$ cat src/rtl/mult_pkg.sv
// +----------------------------------------------------------------------------+
// | mult_pkg : shared state encoding, mode codes and operand extension helper. |
// | Rev 1.0                                                                    |
// +----------------------------------------------------------------------------+
`default_nettype none

package mult_pkg;

  localparam logic [1:0] ST_IDLE = 2'd0;
  localparam logic [1:0] ST_BUSY = 2'd1;
  localparam logic [1:0] ST_DONE = 2'd2;

  localparam logic MODE_UNSIGNED = 1'b0;
  localparam logic MODE_SIGNED   = 1'b1;

  // Extends the low `width` bits of val to 64 bits, sign- or zero-filled by mode.
  function automatic logic [63:0] booth_ext(input int width, input logic [63:0] val,
                                            input logic sgn);
    logic [63:0] mask;
    logic        sign_bit;
    mask     = ~64'd0 << width;
    sign_bit = (sgn == MODE_SIGNED) && (((val >> (width - 1)) & 64'd1) != 64'd0);
    return sign_bit ? (val | mask) : (val & ~mask);
  endfunction

endpackage

`default_nettype wire

$ cat src/rtl/booth_step.sv
// +----------------------------------------------------------------------------+
// | booth_step : one radix-2 Booth iteration (add/sub then arithmetic shift).  |
// | Rev 1.0                                                                    |
// +----------------------------------------------------------------------------+
`default_nettype none

module booth_step #(
  parameter int WIDTH = 8
) (
  input  logic [WIDTH+1:0] a_in,
  input  logic [WIDTH:0]   q_in,
  input  logic             q1_in,
  input  logic [WIDTH+1:0] m_in,
  output logic [WIDTH+1:0] a_out,
  output logic [WIDTH:0]   q_out,
  output logic             q1_out
);

  logic [WIDTH+1:0] sum;

  always_comb begin
    sum = a_in;
    case ({q_in[0], q1_in})
      2'b10:   sum = a_in - m_in;
      2'b01:   sum = a_in + m_in;
      default: sum = a_in;
    endcase
    a_out  = {sum[WIDTH+1], sum[WIDTH+1:1]};
    q_out  = {sum[0], q_in[WIDTH:1]};
    q1_out = q_in[0];
  end

endmodule

`default_nettype wire

$ cat src/rtl/booth_mult_seq.sv
// +----------------------------------------------------------------------------+
// | booth_mult_seq : sequential radix-2 Booth multiplier, valid/ready on both  |
// | sides, one iteration per clock. Rev 1.0                                    |
// +----------------------------------------------------------------------------+
`default_nettype none

module booth_mult_seq
  import mult_pkg::*;
#(
  parameter int WIDTH = 8
) (
  input  logic               clk,
  input  logic               rst,
  input  logic               in_valid,
  output logic               in_ready,
  input  logic [WIDTH-1:0]   a,
  input  logic [WIDTH-1:0]   b,
  input  logic               is_signed,
  output logic               out_valid,
  input  logic               out_ready,
  output logic [2*WIDTH-1:0] product,
  output logic               busy
);

  localparam int AW    = WIDTH + 2;
  localparam int QW    = WIDTH + 1;
  localparam int CNT_W = $clog2(WIDTH + 2);
  localparam logic [CNT_W-1:0] LAST_ITER = CNT_W'(WIDTH);

  logic [1:0]           state_q,   state_d;
  logic [AW-1:0]        m_q,       m_d;
  logic [AW-1:0]        a_q,       a_d;
  logic [QW-1:0]        q_q,       q_d;
  logic                 q1_q,      q1_d;
  logic [CNT_W-1:0]     count_q,   count_d;
  logic [2*WIDTH-1:0]   product_q, product_d;

  logic [AW-1:0]        m_ext;
  logic [QW-1:0]        q_ext;
  logic [AW-1:0]        step_a;
  logic [QW-1:0]        step_q;
  logic                 step_q1;
  logic                 last_iter;

  assign m_ext     = AW'(booth_ext(WIDTH, 64'(a), is_signed));
  assign q_ext     = QW'(booth_ext(WIDTH, 64'(b), is_signed));
  assign last_iter = (count_q == LAST_ITER);

  booth_step #(
    .WIDTH (WIDTH)
  ) u_step (
    .a_in   (a_q),
    .q_in   (q_q),
    .q1_in  (q1_q),
    .m_in   (m_q),
    .a_out  (step_a),
    .q_out  (step_q),
    .q1_out (step_q1)
  );

  always_ff @(posedge clk or posedge rst) begin
    if (rst) begin
      state_q   <= ST_IDLE;
      m_q       <= '0;
      a_q       <= '0;
      q_q       <= '0;
      q1_q      <= 1'b0;
      count_q   <= '0;
      product_q <= '0;
    end else begin
      state_q   <= state_d;
      m_q       <= m_d;
      a_q       <= a_d;
      q_q       <= q_d;
      q1_q      <= q1_d;
      count_q   <= count_d;
      product_q <= product_d;
    end
  end

  always_comb begin
    state_d = state_q;
    case (state_q)
      ST_IDLE: if (in_valid)  state_d = ST_BUSY;
      ST_BUSY: if (last_iter) state_d = ST_DONE;
      ST_DONE: if (out_ready) state_d = ST_IDLE;
      default:                state_d = ST_IDLE;
    endcase
  end

  always_comb begin
    m_d       = m_q;
    a_d       = a_q;
    q_d       = q_q;
    q1_d      = q1_q;
    count_d   = count_q;
    product_d = product_q;
    case (state_q)
      ST_IDLE: begin
        if (in_valid) begin
          m_d     = m_ext;
          q_d     = q_ext;
          a_d     = '0;
          q1_d    = 1'b0;
          count_d = '0;
        end
      end
      ST_BUSY: begin
        a_d     = step_a;
        q_d     = step_q;
        q1_d    = step_q1;
        count_d = count_q + 1'b1;
        // Low 2*WIDTH bits of {A,Q} after the final shift.
        if (last_iter) product_d = {step_a[WIDTH-2:0], step_q};
      end
      default: ;
    endcase
  end

  always_comb begin
    in_ready  = (state_q == ST_IDLE);
    out_valid = (state_q == ST_DONE);
    busy      = (state_q == ST_BUSY) || (state_q == ST_DONE);
    product   = product_q;
  end

endmodule

`default_nettype wire

$ cat config.mk
export PLATFORM = sky130hd
export DESIGN_NAME = booth_mult_seq
export DESIGN_NICKNAME = d
export VERILOG_FILES = /design/src/rtl/mult_pkg.sv /design/src/rtl/booth_step.sv /design/src/rtl/booth_mult_seq.sv
export SDC_FILE = /design/constraint.sdc
export NUM_CORES = 1
export LEC_CHECK = 0
export CAP_MARGIN = 20
export CORE_MARGIN = 2
export CORE_UTILIZATION = 41
export DETAILED_ROUTE_END_ITERATION = 12
export GPL_TIMING_DRIVEN = 0
export PLACE_DENSITY = 0.65
export RECOVER_POWER = 100
export SLEW_MARGIN = 40
export SYNTH_ARGS = -nofsm -noshare
export SYNTH_HDL_FRONTEND = slang
export SYNTH_SLANG_ARGS = --single-unit
$ cat constraint.sdc
create_clock -name clk -period 4.55 [get_ports clk]
set_clock_uncertainty 0.2 [all_clocks]
set_input_delay 0.6825 -clock clk [delete_from_list [all_inputs] [get_ports clk]]
set_output_delay 0.6825 -clock clk [all_outputs]
set_load 0.01 [all_outputs]
* Word level (Yosys, flattened, before mapping) *
Index checks and enable logic that the tools add are counted.

operators by class
  $add $sub $neg = 3
  multiply operators = 0
  div/mod/pow operators = 0
  order comparisons = 0
  equality and inequality tests = 8
  shift-type cells = 0
  mux-type cells = 15
  bitwise logic cells = 0
  reduce and logical (&&, ||, !) cells = 9

operator list
  operator               count
  $pmux W10 S2           2
  $mux W10               2
  $mux W9                2
  $pmux W9 S2            1
  $add A10 B10 Y10       1
  $sub A10 B10 Y10       1
  $pmux W4 S2            1
  $mux W2                3
  $pmux W2 S3            1
  $reduce_and A2 Y1      3
  $add A4 B1 Y4 const B  1
  $eq A2 B1 Y1 const B   2
  $eq A2 B2 Y1 const B   2
  $eq A4 B4 Y1 const B   1
  $mux W4                1
  $ne A2 B2 Y1 const B   2
  $reduce_and A3 Y1      1
  $logic_and A1 B1 Y1    2
  $logic_not A2 Y1       1
  $ne A2 B1 Y1 const B   1
  $pmux W1 S2            1
  $reduce_bool A2 Y1     1
  $logic_or A1 B1 Y1     1
  $mux W1                1

storage, ports and cells
  register bits = 52
  bits in latches = 0
  bits in writable memories = 0
  bits in read-only memories = 0
  input bits = 21
  output and inout port bits = 19
  word-level logic and storage cells = 42
  memories kept = 0

* Depth between registers and ports, before layout *
  depth in word-level cells = 4
  mapped depth = 12
  depth with buffers taken out = 12

* Modules after synthesis *
A second synthesis with hierarchy kept.

unflattened totals
  cells, all modules = 262
  area total of the unflattened synthesis = 2930.3 um^2

modules (own cells, without submodules)
  module          times used  cells an instance  area an instance (um^2)  seq. area each (um^2)
  booth_mult_seq  1           156                2173.3                   1276.2
  booth_step      1           106                757.0                    0.0

* Worst setup path before layout *
Ideal clock, no wire load.

  kind = flip-flop to flip-flop
  start = reg q_q[0]
  end = reg product_q[15] (netlist: product[15])
  library setup time = 0.065 ns
  arrival = 2.508 ns
  required time = 4.285 ns
  setup slack = 1.776 ns
  cell stages (with the launch flop) = 12
  path buffers = 1
  period minus slack after synthesis = 2.774 ns
  cell sequence = dfrtp_1 > inv_1 > ha_1 > clkbuf_1 > mux2_2 > ha_1 > a211oi_2 > o21bai_1 > a21oi_2 > nor3_1 > a311oi_1 > mux2_2

on the way
  longest elaborated chain between the ends = 2
  elaborated cells on any way between the ends = 3
  those cells by class = eq/ne (2); mux (1)

RTL lines
  element                                              line                  RTL
  start: declaration                                   booth_mult_seq.sv:33  logic [QW-1:0] q_q, q_d;
  start signal: assignment                             booth_mult_seq.sv:74  q_q <= q_d;
  $eq A2 B1 Y1 / $eq A2 B2 Y1 (equally long branches)  booth_step.sv:23      case ({q_in[0], q1_in})
  $pmux W10 S2 (*)                                     booth_step.sv:23
  end signal: assignment                               booth_mult_seq.sv:77  product_q <= product_d;
  end: declaration                                     booth_mult_seq.sv:36  logic [2*WIDTH-1:0] product_q, product_d;

Mark *: on every way between the ends. The rest lies on a longest branch, timed or not.
A chain may end at the register's enable or synchronous reset.

* Final worst setup path *
Same ends and word-level chain as after synthesis.

==> results.md <==
Layout:
- Counting the fill cells in the layout gives 649.
- The signed area change from the synthesized netlist to the final layout is 19.7%.
- The post-route netlist has 9.58% of its cells at a drive strength greater than 1.
- The finished cells cover 3410 um^2.
- The final net count is 371.
- The register area is 1250 um^2.
- The repair_antennas step left the layout with diodes totalling 0.
- The multi-input combinational cell area is 1420 um^2.
- At the end of the flow the core is filled with cells to 50.5%.

Synthesis:
- The most repeated cell in the gate-level netlist after synthesis is sky130_fd_sc_hd__dfrtp_1.
- The total nets after synthesis is 325.
- The sequential element share of the synthesized area is 43.9%.
- The number of different library cells used by synthesis comes to 51.
- By area the synthesized netlist is led by sky130_fd_sc_hd__dfrtp_1 (44%), sky130_fd_sc_hd__mux2_2 (7.9%), sky130_fd_sc_hd__ha_1 (7.0%), sky130_fd_sc_hd__o21ai_0 (5.3%), sky130_fd_sc_hd__nand2_1 (4.1%).
- The proportion of netlist area held by the largest area contributor is 43.9%.
- The cell area that synthesis handed to floorplanning was 2850 um^2.
- The prevailing post-synth register cell is sky130_fd_sc_hd__dfrtp_1.
- The commonest cells after synthesis are sky130_fd_sc_hd__dfrtp_1 (50), sky130_fd_sc_hd__nand2_1 (31), sky130_fd_sc_hd__o21ai_0 (30).
- The post-synthesis cell count is 287.
- During synthesis, Yosys emitted a total of 0 warnings.
- The synthesized design contains 50 register bits.
- The average size of a mapped cell is 9.94 um^2.
- The cell type with the highest aggregate area in the netlist is sky130_fd_sc_hd__dfrtp_1.
- Yosys mapped a number of flops with a built-in enable equal to 0.
- The share of async-settable or async-resettable flops after synthesis is 100%.

Critical path:
- The worst setup path is captured at a register.
- The element type at the critical path start is a register.
- The setup slack on the worst flop-to-flop path is 1.11 ns.
- The kind of critical path is reg2reg.
- The largest driver fanout on the critical path is 10.
- The critical path data required time is 4.61 ns.
- The arrival time reported for the critical path endpoint is 3.49 ns.

Timing:
- Setup repair after global routing left no endpoint under its margin.
- The final critical-path setup slack is 1.11 ns.
- The total count of max-transition violations in the final report is 34.
- The highest clock frequency the design can meet is 291 MHz.
- The final setup violation count is 0.
- Subtracting the final worst setup slack from the clock period gives 3.44 ns.
- The setup total negative slack is 0 ns.
- The worst pin sits at a relative slew slack of -17.4%.
- The hold violation total from the final report is 0.
- For the pin with the worst max-slew slack, the measured transition is 1.76 ns.
- The final critical path takes up 75.5% of the cycle.

Run status:
- The final reports fail on max-capacitance violations, max-slew violations.
- The run finished, with violations left.

Detailed routing:
- The pre-antenna-repair detailed-routing pass consisted of 5 iterations.
- The routed layout has 2265 vias.
- The initial DRC count is 86.
- The detailed-route wire length per cell is 14.5 um.
- The final routed wirelength across all metal layers is 5.99 mm.
- The final antenna-violating net count is 0.
- After detailed routing, the number of vias per cell comes to 5.47.
- The remaining design rule violation count is 0.

Clocking:
- The TritonCTS clock tree is built.
- Clock tree synthesis selected as its root buffer the cell sky130_fd_sc_hd__clkbuf_8.
- The post-CTS repair timing setup buffer count is 0.
- The number of clock sinks is 50.
- The largest buffer count on any clock path is 2.
- The number of instances resized during post-cts repair is 0.
- The depth of the CTS H-tree is 2.
- The hold buffer count at cts is 0.
- The clock transition at the registers of the reported paths is 0.10 ns.
- The latest clock arrival within the worst-skew pair is 0.31 ns.
- Buffers inserted during clock tree synthesis total 5.

Floorplanning:
- The total core area is 6760 um^2.
- The row count is 30.
- Measured along the x axis, the die boundary spans 87.4 um.
- The die area is 7640 um^2.
- During I/O placement, the number of pins put on the boundary was 40.
- From bottom edge to top edge, the die measures 87.4 um.
- For this configuration, the core starts out at a cell density of 42.2%.

GRT:
- The number of antenna violations at the first check in global routing was 0.
- The global-route wire length before repair is 10.1 mm.
- After global routing the overflow that remains totals 0.
- Entering global routing, the biggest net connects 34 pins.
- The via count of the first global-routing pass came to 2177.
- Global routing used 17.2% of the available tracks across all layers.

Place:
- The detailed placer's ending HPWL is 4.51 mm.
- The congestion estimate from routability-driven global placement came to 0.840.
- The worst-case setup slack after placement is 1.40 ns.
- The count of input and output buffers is 38.
- The area of placed instances is 3360 um^2.

Power and ir drop:
- Summed over all cells, the static leakage comes to 0.00153 uW.
- The power density over the cells is 792 nW/um^2.
- The worst-case IR drop observed on VDD is 0.000310 V.

Flow run:
- The number of maximum-capacitance constraint violations is 1.

Min path:
- The path class of the tightest hold or removal check is reg2reg.
## power breakdown
part           switching [uW]  internal [uW]
registers                 159            641
logic                     850            722
clock network             165            168
## registers in the layout, summed over array words and instances, names as in the netlist
signal and count:
product 16, a_q 9, m_q 9, q_q 9, count_q 4, state_q 2
q1_q 1
## cell type report
class	instances	share of cell area, %
Multi-Input combinational cell	205	41.7
Timing Repair Buffer	39	11.2
Buffer	13	1.98
Clock buffer	5	2.02
Clock inverter	3	1.39
Tap cell	80	2.93
Inverter	19	2.13
Sequential cell	50	36.6
## metrics by stage
stage          instances  power [uW]  hold slack [ns]
2_1_floorplan        287        2000            0.250
3_3_place_gp         405        2430            0.262
3_5_place_dp         406        2470            0.274
4_1_cts              414        2820            0.297
5_1_grt              414        2960            0.326
6_report             414        2710            0.288
## critical path, cell delays in order, from the launching register on
cell and delay, ns:
sky130_fd_sc_hd__dfrtp_1 0.39, sky130_fd_sc_hd__inv_1 0.07, sky130_fd_sc_hd__ha_1 0.17, sky130_fd_sc_hd__clkbuf_1 0.34, sky130_fd_sc_hd__mux2_1 0.39, sky130_fd_sc_hd__ha_1 0.30, sky130_fd_sc_hd__a211oi_1 0.37, sky130_fd_sc_hd__o21bai_1 0.14
sky130_fd_sc_hd__a21oi_1 0.37, sky130_fd_sc_hd__nor3_1 0.10, sky130_fd_sc_hd__a311oi_1 0.32, sky130_fd_sc_hd__mux2_2 0.22
## kinds of logic (layout without fill, tap and decap cells)
| family | after synthesis | in the layout | synth area share, % |
|---|---|---|---|
| adder cells (fa/ha/maj) | 17 | 17 | 7.72 |
| AND/OR/NAND/NOR | 72 | 72 | 11.8 |
| multiplexers | 29 | 29 | 11.1 |
| XOR/XNOR | 12 | 12 | 3.68 |
| flip-flops | 50 | 50 | 43.9 |
| AO/OA/AOI/OAI | 75 | 75 | 16.6 |
| buffers and inverters | 32 | 79 | 5.26 |
## path summary, 6_finish.rpt
| path | end | from | cells past startpoint |
|---|---|---|---|
| max | product[15]$_DFFE_PP0P_ | q_q[0]$_DFFE_PP0P_ | 11 |
| max reg2reg | product[15]$_DFFE_PP0P_ | q_q[0]$_DFFE_PP0P_ | 11 |
| max in group asynchronous | state_q[1]$_DFFE_PP0P_ | rst | 3 |
| min reg2reg | product[12]$_DFFE_PP0P_ | product[12]$_DFFE_PP0P_ | 2 |
| min in group asynchronous | product[8]$_DFFE_PP0P_ | rst | 2 |
| min | product[12]$_DFFE_PP0P_ | product[12]$_DFFE_PP0P_ | 2 |
## layer usage
layer | vias to the layer above | track usage [%] | part of all wire, %
met5 | - | 0 | 0
met4 | 0 | 4.76 | 1.6
met1 | 1110 | 21.6 | 46
met2 | 43 | 29.4 | 49
met3 | 9 | 3.98 | 3.0
li1 | 1103 | - | -
## cell usage in the layout, fill, tap and decap left out, types with 2 or more instances in the layout
| master | instances |
|---|---|
| sky130_fd_sc_hd__a211oi_1 | 6 |
| sky130_fd_sc_hd__a21oi_1 | 18 |
| sky130_fd_sc_hd__a22o_1 | 3 |
| sky130_fd_sc_hd__clkbuf_1 | 11 |
| sky130_fd_sc_hd__clkbuf_8 | 6 |
| sky130_fd_sc_hd__clkdlybuf4s50_1 | 18 |
| sky130_fd_sc_hd__dfrtp_1 | 50 |
| sky130_fd_sc_hd__dlygate4sd3_1 | 20 |
| sky130_fd_sc_hd__ha_1 | 16 |
| sky130_fd_sc_hd__inv_1 | 18 |
| sky130_fd_sc_hd__inv_6 | 2 |
| sky130_fd_sc_hd__mux2_1 | 2 |
| sky130_fd_sc_hd__mux2_2 | 18 |
| sky130_fd_sc_hd__mux2i_1 | 9 |
| sky130_fd_sc_hd__nand2_1 | 31 |
| sky130_fd_sc_hd__nand3_1 | 3 |
| sky130_fd_sc_hd__nand4_1 | 2 |
| sky130_fd_sc_hd__nor2_1 | 16 |
| sky130_fd_sc_hd__nor2b_1 | 2 |
| sky130_fd_sc_hd__nor3_1 | 7 |
| sky130_fd_sc_hd__nor3b_1 | 2 |
| sky130_fd_sc_hd__nor4_1 | 2 |
| sky130_fd_sc_hd__o21ai_0 | 30 |
| sky130_fd_sc_hd__o22ai_1 | 2 |
| sky130_fd_sc_hd__o32ai_1 | 2 |
| sky130_fd_sc_hd__xnor2_1 | 4 |
| sky130_fd_sc_hd__xor2_1 | 8 |
Power figures use the tool's default switching activity.
